`config.mk`:
```
export PLATFORM = sky130hd
export DESIGN_NAME = pc_fetch_unit
export DESIGN_NICKNAME = d
export VERILOG_FILES = /design/src/rtl/pc_fetch_unit_pkg.sv /design/src/rtl/pc_fetch_unit_next_pc_sel.sv /design/src/rtl/pc_fetch_unit.sv
export SDC_FILE = /design/constraint.sdc
export NUM_CORES = 1
export LEC_CHECK = 0
export ABC_AREA = 1
export CAP_MARGIN = 20
export CORE_MARGIN = 2
export CORE_UTILIZATION = 44
export CTS_CLUSTER_SIZE = 30
export DETAILED_ROUTE_END_ITERATION = 8
export PLACE_DENSITY_LB_ADDON = 0.2
export SYNTH_ARGS = -nofsm -noshare
export SYNTH_HDL_FRONTEND = slang
export SYNTH_HIERARCHICAL = 1
export SYNTH_SLANG_ARGS = --single-unit
```
`constraint.sdc`:
```
create_clock -name i_clk -period 2.1 [get_ports i_clk]
set_clock_uncertainty 0.15 [all_clocks]
set_input_delay 0.21 -clock i_clk [delete_from_list [all_inputs] [get_ports i_clk]]
set_output_delay 0.21 -clock i_clk [all_outputs]
set_load 0.01 [all_outputs]
```
`src/rtl/pc_fetch_unit_pkg.sv`:
```
// Shared types and constants for the PC / instruction-fetch stage.
// Holds the datapath width, the sequential increment, the reset vector and the FSM encoding.
package pc_fetch_unit_pkg;

  localparam int unsigned XLEN         = 32;
  localparam int unsigned ILEN_DEFAULT = 4;

  localparam logic [XLEN-1:0] RESET_VECTOR_DEFAULT = 32'h0000_0000;

  typedef enum logic [1:0] {
    ST_BOOT  = 2'd0,
    ST_FETCH = 2'd1,
    ST_EXEC  = 2'd2,
    ST_HALT  = 2'd3
  } state_e;

endpackage

```
`src/rtl/pc_fetch_unit_next_pc_sel.sv`:
```
// Next-PC selection: jump target, PC-relative branch or sequential increment.
// Also flags a selected target that is not word aligned.
module pc_fetch_unit_next_pc_sel
  import pc_fetch_unit_pkg::*;
#(
  parameter int unsigned ILEN = ILEN_DEFAULT
) (
  input  logic [XLEN-1:0] i_pc,
  input  logic [XLEN-1:0] i_br_offset,
  input  logic [XLEN-1:0] i_jump_target,
  input  logic            i_br_taken,
  input  logic            i_jump,
  output logic [XLEN-1:0] o_next_pc_c,
  output logic            o_misaligned_c
);

  logic [XLEN-1:0] w_next_pc;

  // Jump has priority over a taken branch; additions wrap modulo 2^XLEN.
  always_comb begin
    w_next_pc = i_pc + XLEN'(ILEN);
    if (i_jump) begin
      w_next_pc = i_jump_target;
    end else if (i_br_taken) begin
      w_next_pc = i_pc + i_br_offset;
    end
  end

  assign o_next_pc_c    = w_next_pc;
  assign o_misaligned_c = |w_next_pc[1:0];

endmodule

```
`src/rtl/pc_fetch_unit.sv`:
```
// Program counter and instruction-fetch stage: fetch handshake, instruction latch,
// next-PC update on retire and a sticky halt on misaligned targets.
module pc_fetch_unit
  import pc_fetch_unit_pkg::*;
#(
  parameter logic [XLEN-1:0] RESET_VECTOR = RESET_VECTOR_DEFAULT,
  parameter int unsigned     ILEN         = ILEN_DEFAULT
) (
  input  logic            i_clk,
  input  logic            i_rst_n,
  output logic [XLEN-1:0] o_imem_addr,
  output logic            o_imem_req,
  input  logic            i_imem_ack,
  input  logic [XLEN-1:0] i_imem_rdata,
  output logic [XLEN-1:0] o_instr,
  output logic            o_instr_valid,
  output logic [XLEN-1:0] o_pc,
  input  logic            i_stall,
  input  logic            i_retire,
  input  logic            i_br_taken,
  input  logic [XLEN-1:0] i_br_offset,
  input  logic            i_jump,
  input  logic [XLEN-1:0] i_jump_target,
  output logic            o_misalign
);

  state_e          r_state;
  logic [XLEN-1:0] r_pc;
  logic [XLEN-1:0] r_instr;
  logic            r_req;
  logic            r_valid;
  logic            r_misalign;

  logic [XLEN-1:0] w_next_pc;
  logic            w_next_misaligned;

  pc_fetch_unit_next_pc_sel #(
    .ILEN (ILEN)
  ) u_next_pc_sel (
    .i_pc           (r_pc),
    .i_br_offset    (i_br_offset),
    .i_jump_target  (i_jump_target),
    .i_br_taken     (i_br_taken),
    .i_jump         (i_jump),
    .o_next_pc_c    (w_next_pc),
    .o_misaligned_c (w_next_misaligned)
  );

  // Request and valid are registered alongside the state so each tracks its state exactly.
  always_ff @(posedge i_clk or negedge i_rst_n) begin
    if (!i_rst_n) begin
      r_state    <= ST_BOOT;
      r_pc       <= RESET_VECTOR;
      r_instr    <= '0;
      r_req      <= 1'b0;
      r_valid    <= 1'b0;
      r_misalign <= 1'b0;
    end else begin
      case (r_state)
        ST_BOOT: begin
          r_state <= ST_FETCH;
          r_req   <= 1'b1;
        end
        ST_FETCH: begin
          if (i_imem_ack) begin
            r_instr <= i_imem_rdata;
            r_req   <= 1'b0;
            r_valid <= 1'b1;
            r_state <= ST_EXEC;
          end
        end
        ST_EXEC: begin
          if (i_retire && !i_stall) begin
            r_valid <= 1'b0;
            if (w_next_misaligned) begin
              r_misalign <= 1'b1;
              r_state    <= ST_HALT;
            end else begin
              r_pc    <= w_next_pc;
              r_req   <= 1'b1;
              r_state <= ST_FETCH;
            end
          end
        end
        ST_HALT: begin
          r_req   <= 1'b0;
          r_valid <= 1'b0;
        end
        default: begin
          r_req   <= 1'b0;
          r_valid <= 1'b0;
          r_state <= ST_HALT;
        end
      endcase
    end
  end

  assign o_imem_addr   = r_pc;
  assign o_pc          = r_pc;
  assign o_imem_req    = r_req;
  assign o_instr       = r_instr;
  assign o_instr_valid = r_valid;
  assign o_misalign    = r_misalign;

endmodule

```
==> results.toml, run 1 <==
[routing]
drtPass1Iterations = 6
vias = 8454
drt_first_iter_violations = 747
vias_per_cell = 5.17
wire_per_inst_um = 15.9
ant_nets = 0
drc_errors = 0
finalWirelength_mm = 26.0

[worst_setup_path]
critical_path_class = "reg2reg"
start_kind = "flip-flop"
cp_max_fo = 8
cp.required_ps = 2230
critPathArrivalTime_ps = 2520
reg2regPathDepth = 10
cp-end-kind = "flip-flop"

[place]
io_buffers = 201
globalplace.congestion = 0.978
placed_area_um2 = 9610
hpwlAfterDp_mm = 19.5
dp_slack_ps = -602

[grt]
grt_pass1_wl_mm = 39.5
antenna_found_initial = 0
grt_overflow = 0
grt_max_degree = 33
track_usage_pct = 30.1
first_global_vias = 7769

[synth]
yosys_warnings = 6
ys_seq_elements = 69
syn_area_um2 = 6890
synth_top_family_by_area = "simple AND/OR/NAND/NOR gates"
synth.mux.area_fraction_pct = 0
synth_nets = 1293
synthAdderAreaFrac_pct = 7.01
yosys.area_share.simple_pct = 43.6
syn_avg_cell_area_um2 = 5.98
yosysUniqueCellTypes = 38
synth_compound_area_share_pct = 8.06
syn_inst = 1152
synth_top_area_share_pct = 25.0
synth_edf_count = 0
yosys-top-cells-area = "dfrtp_1, nand2_1, nand3_1"
synth_xor_area_share_pct = 2.67
synth_top_area_cell = "dfrtp_1"
ys_async_sr_fraction_pct = 100
synthFlopType = "dfrtp_1"
yosysSeqAreaShare_pct = 25.0

[final_layout]
final_layout_size_suffix_gt1_share_pct = 16.4
seqCellArea_um2 = 1730
fin_util_pct = 68.6
area_growth_syn_to_layout_pct = 51.9
diodes = 0
multiInputGateArea_um2 = 4680
finish.instance_area_um2 = 10500
nNetsFinal = 1560
nFillCells = 1334

[floorplan]
initial_core_util_pct = 45.2
fp.dieArea_um2 = 16700
die_h_um = 129
die_w_um = 129
design.core.area_um2 = 15300
fp-row-count = 45
ioPinCount = 202

[sta]
fmax_mhz = 418
finalSetupViolCount = 34
min_period_ps = 2390
rsz0062_at_grt = "yes"
final_max_slew_viol_count = 0
hold_violations = 0
maxSlewHeadroom_pct = 67.2
period_share_pct = 114
setup_ws_ps = -294
worst_pin_slew_ps = 492

[hold_path]
hold_class = "in2async"

[job]
cap_violations = 0

[status]
violations = "negative setup slack"
outcome = "finished, violations left"

[clock_network]
cts.path.max_buffers = 2
root_buffer = "clkbuf_16"
cts.sinks = 69
cts_tree = "done"
numCtsBuffers = 9
htree_levels = 3
clk_pin_slew_ps = 60
clk_latency_ps = 340

[power_and_ir_drop]
vdd_drop_max_mv = 0.650
power-per-cell-area_nw_per_um2 = 1140
leakagePower_nw = 5.28
## cell families after synthesis
| kind of cell | after synthesis |
|---|---|
| AO/OA/AOI/OAI | 106 |
| XOR/XNOR | 21 |
| adder cells (fa/ha/maj) | 38 |
| buffers and inverters | 204 |
| flip-flops | 69 |
| AND/OR/NAND/NOR | 714 |
## registers in the layout, indices dropped and copies added, names as in the netlist
name and count:
o_imem_addr 32, o_imem_req 1, o_instr 32, o_instr_valid 1, o_misalign 1, r_state 2
## per-layer routing
layer | vias up | GRT usage, % | part of all wire [%]
met4 | 0 | 12.8 | 4.4
li1 | 4131 | - | -
met3 | 68 | 4.38 | 7.3
met2 | 412 | 49.5 | 47
met5 | - | 0 | 0
met1 | 3843 | 39.7 | 41
## report_power, final
| part | total, W | internal, W | leakage (nW) | switching, W |
|---|---|---|---|---|
| clock network | 0.00166 | 0.00107 | 0.158 | 0.000592 |
| registers | 0.00236 | 0.00189 | 0.876 | 0.000469 |
| logic | 0.00796 | 0.00375 | 4.25 | 0.00420 |
| total | 0.0120 | 0.00672 | 5.28 | 0.00526 |
## layout make-up
cell class | count | area share [%]
multi-input cells | 881 | 44.7
clock inverters | 6 | 0.825
repair buffers | 318 | 28.1
well taps | 211 | 2.52
clock buffers | 10 | 2.28
flip-flops and latches | 69 | 16.5
inverters | 140 | 5.02
## worst max-delay path: stages (launching register included)
cell and delay (ps):
dfrtp_1 410, ha_4 190, fa_2 460, a21oi_2 160, a21oi_2 70, or2_4 270
nor2_8 100, buf_12 170, clkbuf_16 170, nand3_1 100, nand2_1 80
## synthesized netlist by cell type, types with 7 or more instances
master	count
nand3_1	110
buf_4	36
nor2_2	7
ha_1	37
nand2_1	444
nor2_1	107
a21oi_1	77
dfrtp_1	69
clkbuf_1	11
o21ai_0	16
buf_2	11
nand3b_1	12
inv_1	132
xor2_1	16
nor3_1	8
## metrics by stage
step / setup TNS [ps] / power [W] / hold slack, ps / instances
floorplan: -3490 / 0.00620 / -236 / 1152
global placement: -19260 / 0.00959 / 30.4 / 1611
detailed placement: -19510 / 0.00970 / 27.0 / 1611
CTS: -6390 / 0.0115 / 204 / 1632
global route: -10080 / 0.0129 / 237 / 1635
finish: -8480 / 0.0120 / 204 / 1635
## final timing paths
path                                             from                           to  slack (ps)
hold reg to reg               o_instr[11]$_DFFE_PN0P_      o_instr[11]$_DFFE_PN0P_         320
setup / recovery           o_imem_addr[0]$_DFFE_PN0P_  o_imem_addr[27]$_DFFE_PN0P_        -290
hold / removal                                i_rst_n      o_instr[16]$_DFFE_PN0P_         200
min in group i_clk                   i_imem_rdata[10]      o_instr[10]$_DFFE_PN0P_         280
max in group asynchronous                     i_rst_n   o_imem_addr[3]$_DFFE_PN0P_         820
setup reg to reg           o_imem_addr[0]$_DFFE_PN0P_  o_imem_addr[27]$_DFFE_PN0P_        -290
## cell usage in the layout, fill, tap and decap left out, types with 3 or more instances in the layout
cell	netlist	layout
nand2_1	444	423
clkdlybuf4s50_1	0	200
inv_1	132	131
buf_4	36	110
nor2_1	107	104
nand3_1	110	103
dfrtp_1	69	66
a21oi_1	77	61
nand2_2	3	22
ha_1	37	21
a21oi_2	1	17
xor2_1	16	16
ha_4	0	15
o21ai_0	16	14
nand3b_1	12	12
clkbuf_16	0	10
nand3_2	3	9
nor3_1	8	8
inv_2	6	7
nor2_2	7	7
nor2_4	2	5
xnor2_1	5	5
nand4_1	5	5
o21ai_1	2	4
nand2_4	1	3
o21bai_1	4	3
dfrtp_2	0	3
a31oi_1	3	3
and3_1	3	3
nor3_2	3	3
## what timing repair did
item | 4_1_cts | 5_1_grt
gates cloned | 3 | 1
gates resized for setup | 17 | 70
pin swaps | 5 | 17
endpoints found under the hold margin | 13 | 0
hold buffers | 1 | 0
setup buffers | 1 | 2
setup endpoints to repair | 35 | 35
Note: power is estimated with default switching activity, not from simulation.
==> run 2, diff against run 1 <==
==> constraint.sdc (replaced) <==
create_clock -name i_clk -period 2.11 [get_ports i_clk]
set_clock_uncertainty 0.15 [all_clocks]
set_input_delay 0.422 -clock i_clk [delete_from_list [all_inputs] [get_ports i_clk]]
set_output_delay 0.422 -clock i_clk [all_outputs]
set_load 0.01 [all_outputs]
==> run 2 against run 1 <==
The flow still finishes with violations (negative setup slack); global-route usage is 0.093 points lower; sequential power is 2% higher; final cell count hardly changed; register-to-register slack better by 40 ps; critical endpoint is now o_imem_addr[14]$_DFFE_PN0P_.
==> results.toml, run 2 (synthesized netlist as in run 1, its figures left out) <==
[status]
outcome = "finished, violations left"
violations = "negative setup slack"

[clock_network]
cts_tree = "done"
numCtsBuffers = 9
root_buffer = "clkbuf_16"
htree_levels = 3
cts.sinks = 69
cts.path.max_buffers = 2
clk_latency_ps = 340
clk_pin_slew_ps = 60

[sta]
hold_violations = 0
setup_tns_ps = -7760
rsz0062_at_grt = "yes"
finalSetupViolCount = 35
min_period_ps = 2370
period_share_pct = 112
final_max_slew_viol_count = 0
fmax_mhz = 423
setup_ws_ps = -255
worst_pin_slew_ps = 470
maxSlewHeadroom_pct = 68.7

[final_layout]
finish.instance_area_um2 = 10900
final_layout_size_suffix_gt1_share_pct = 21.0
final_cell_mix = "nand2_1, clkdlybuf4s50_1, inv_1, buf_4, nand3_1"
nNetsFinal = 1559
final_cell_count_no_fill = 1634
final_common_cell = "nand2_1"
fin_util_pct = 71.4
diodes = 0
area_growth_syn_to_layout_pct = 58.0

[grt]
first_global_vias = 7822
grt_pass1_wl_mm = 39.3
grt_overflow = 0
antenna_found_initial = 0
track_usage_pct = 30.0
grt_max_degree = 70

[routing]
route.met3.wl_mm = 2.25
vias = 8557
ant_nets = 0
finalWirelength_mm = 26.5
drc_errors = 0
dr.max_layer_used = "met4"
wl_met2_mm = 12.5
vias_per_cell = 5.24
wl_met1_mm = 10.5
drt_first_iter_violations = 636
wire_per_inst_um = 16.2
drtPass1Iterations = 6

[place]
dp_slack_ps = -804
io_buffers = 201
hpwlAfterDp_mm = 19.1
placed_area_um2 = 9590
globalplace.congestion = 0.970
dp_cells = 1607

[floorplan]
die_h_um = 129
fp.dieArea_um2 = 16700
fp-row-count = 45
initial_core_util_pct = 45.2
die_w_um = 129
design.core.area_um2 = 15300
ioPinCount = 202

[worst_setup_path]
crit_top_cell = "a21oi_2"
critical_path_class = "reg2reg"
critPathArrivalTime_ps = 2430
cp.required_ps = 2180
cp_slowest_stage_delay_ps = 450
start_kind = "flip-flop"
path_cells = "ha_4 -> fa_2 -> a21oi_2 -> a21oi_2 -> or2_4 -> nor2_8 -> buf_12 -> nand2_8 -> nand2_4 -> nand2_1"
cp_max_fo = 8
r2r_slack_ps = -260
slowest_stage = "fa_2"
cp-end-kind = "flip-flop"

[hold_path]
hold_class = "reg2reg"

[power_and_ir_drop]
vdd_drop_max_mv = 0.638
power-per-cell-area_nw_per_um2 = 1140
leakagePower_nw = 5.53

[job]
cap_violations = 0
## run 2: timing repair
action | CTS | global route
endpoints found under the setup margin | 37 | 40
resized for setup | 41 | 147
cloned | 4 | 0
buffers inserted | 5 | 2
pin swaps | 7 | 25
endpoints found under the hold margin | 69 | 0
hold buffers | 1 | 0
## run 2: final timing paths
kind                                       startpoint  cells after the start                     endpoint
max in group asynchronous                     i_rst_n                      3   o_imem_addr[1]$_DFFE_PN0P_
min in group asynchronous                     i_rst_n                      3      o_instr[17]$_DFFE_PN0P_
hold / removal                o_instr[20]$_DFFE_PN0P_                      2      o_instr[20]$_DFFE_PN0P_
setup / recovery           o_imem_addr[0]$_DFFE_PN0P_                     10  o_imem_addr[14]$_DFFE_PN0P_
setup reg to reg           o_imem_addr[0]$_DFFE_PN0P_                     10  o_imem_addr[14]$_DFFE_PN0P_
hold reg to reg               o_instr[20]$_DFFE_PN0P_                      2      o_instr[20]$_DFFE_PN0P_
## run 2: power by group
part	internal, W	leakage [nW]	total [W]	switching [W]
Combinational	0.00393	4.49	0.00829	0.00435
Sequential	0.00189	0.870	0.00240	0.000506
Clock	0.00114	0.169	0.00173	0.000589
Total	0.00696	5.53	0.0124	0.00545
## run 2: critical path: cells and delay by family (launching register included)
family | cells | cell delay [ps]
fa+ha+maj | 2 | 640
simple gates | 5 | 670
compound gates | 2 | 220
buf+inv | 1 | 160
flops | 1 | 410
## run 2: final cells by class
class | count | area [µm²]
timing repair buffer | 317 | 3030
inverter | 140 | 526
clock buffer | 12 | 267
sequential | 69 | 1740
multi-input combinational | 881 | 4990
tap | 211 | 264
clock inverter | 4 | 77.6
fill | 1275 | 4370
## run 2: per-layer routing
metal  up-vias  global-route usage (%)
met1      3883                    39.2
met5         -                       0
li1       4128                       -
met3        84                    4.38
met4         0                    14.0
met2       462                    49.3
## run 2: metrics by stage
stage	hold WS (ps)	total power, W
2_1_floorplan	-23.6	0.00617
3_3_place_gp	302	0.00951
3_5_place_dp	307	0.00961
4_1_cts	322	0.0116
5_1_grt	335	0.0132
6_report	318	0.0124
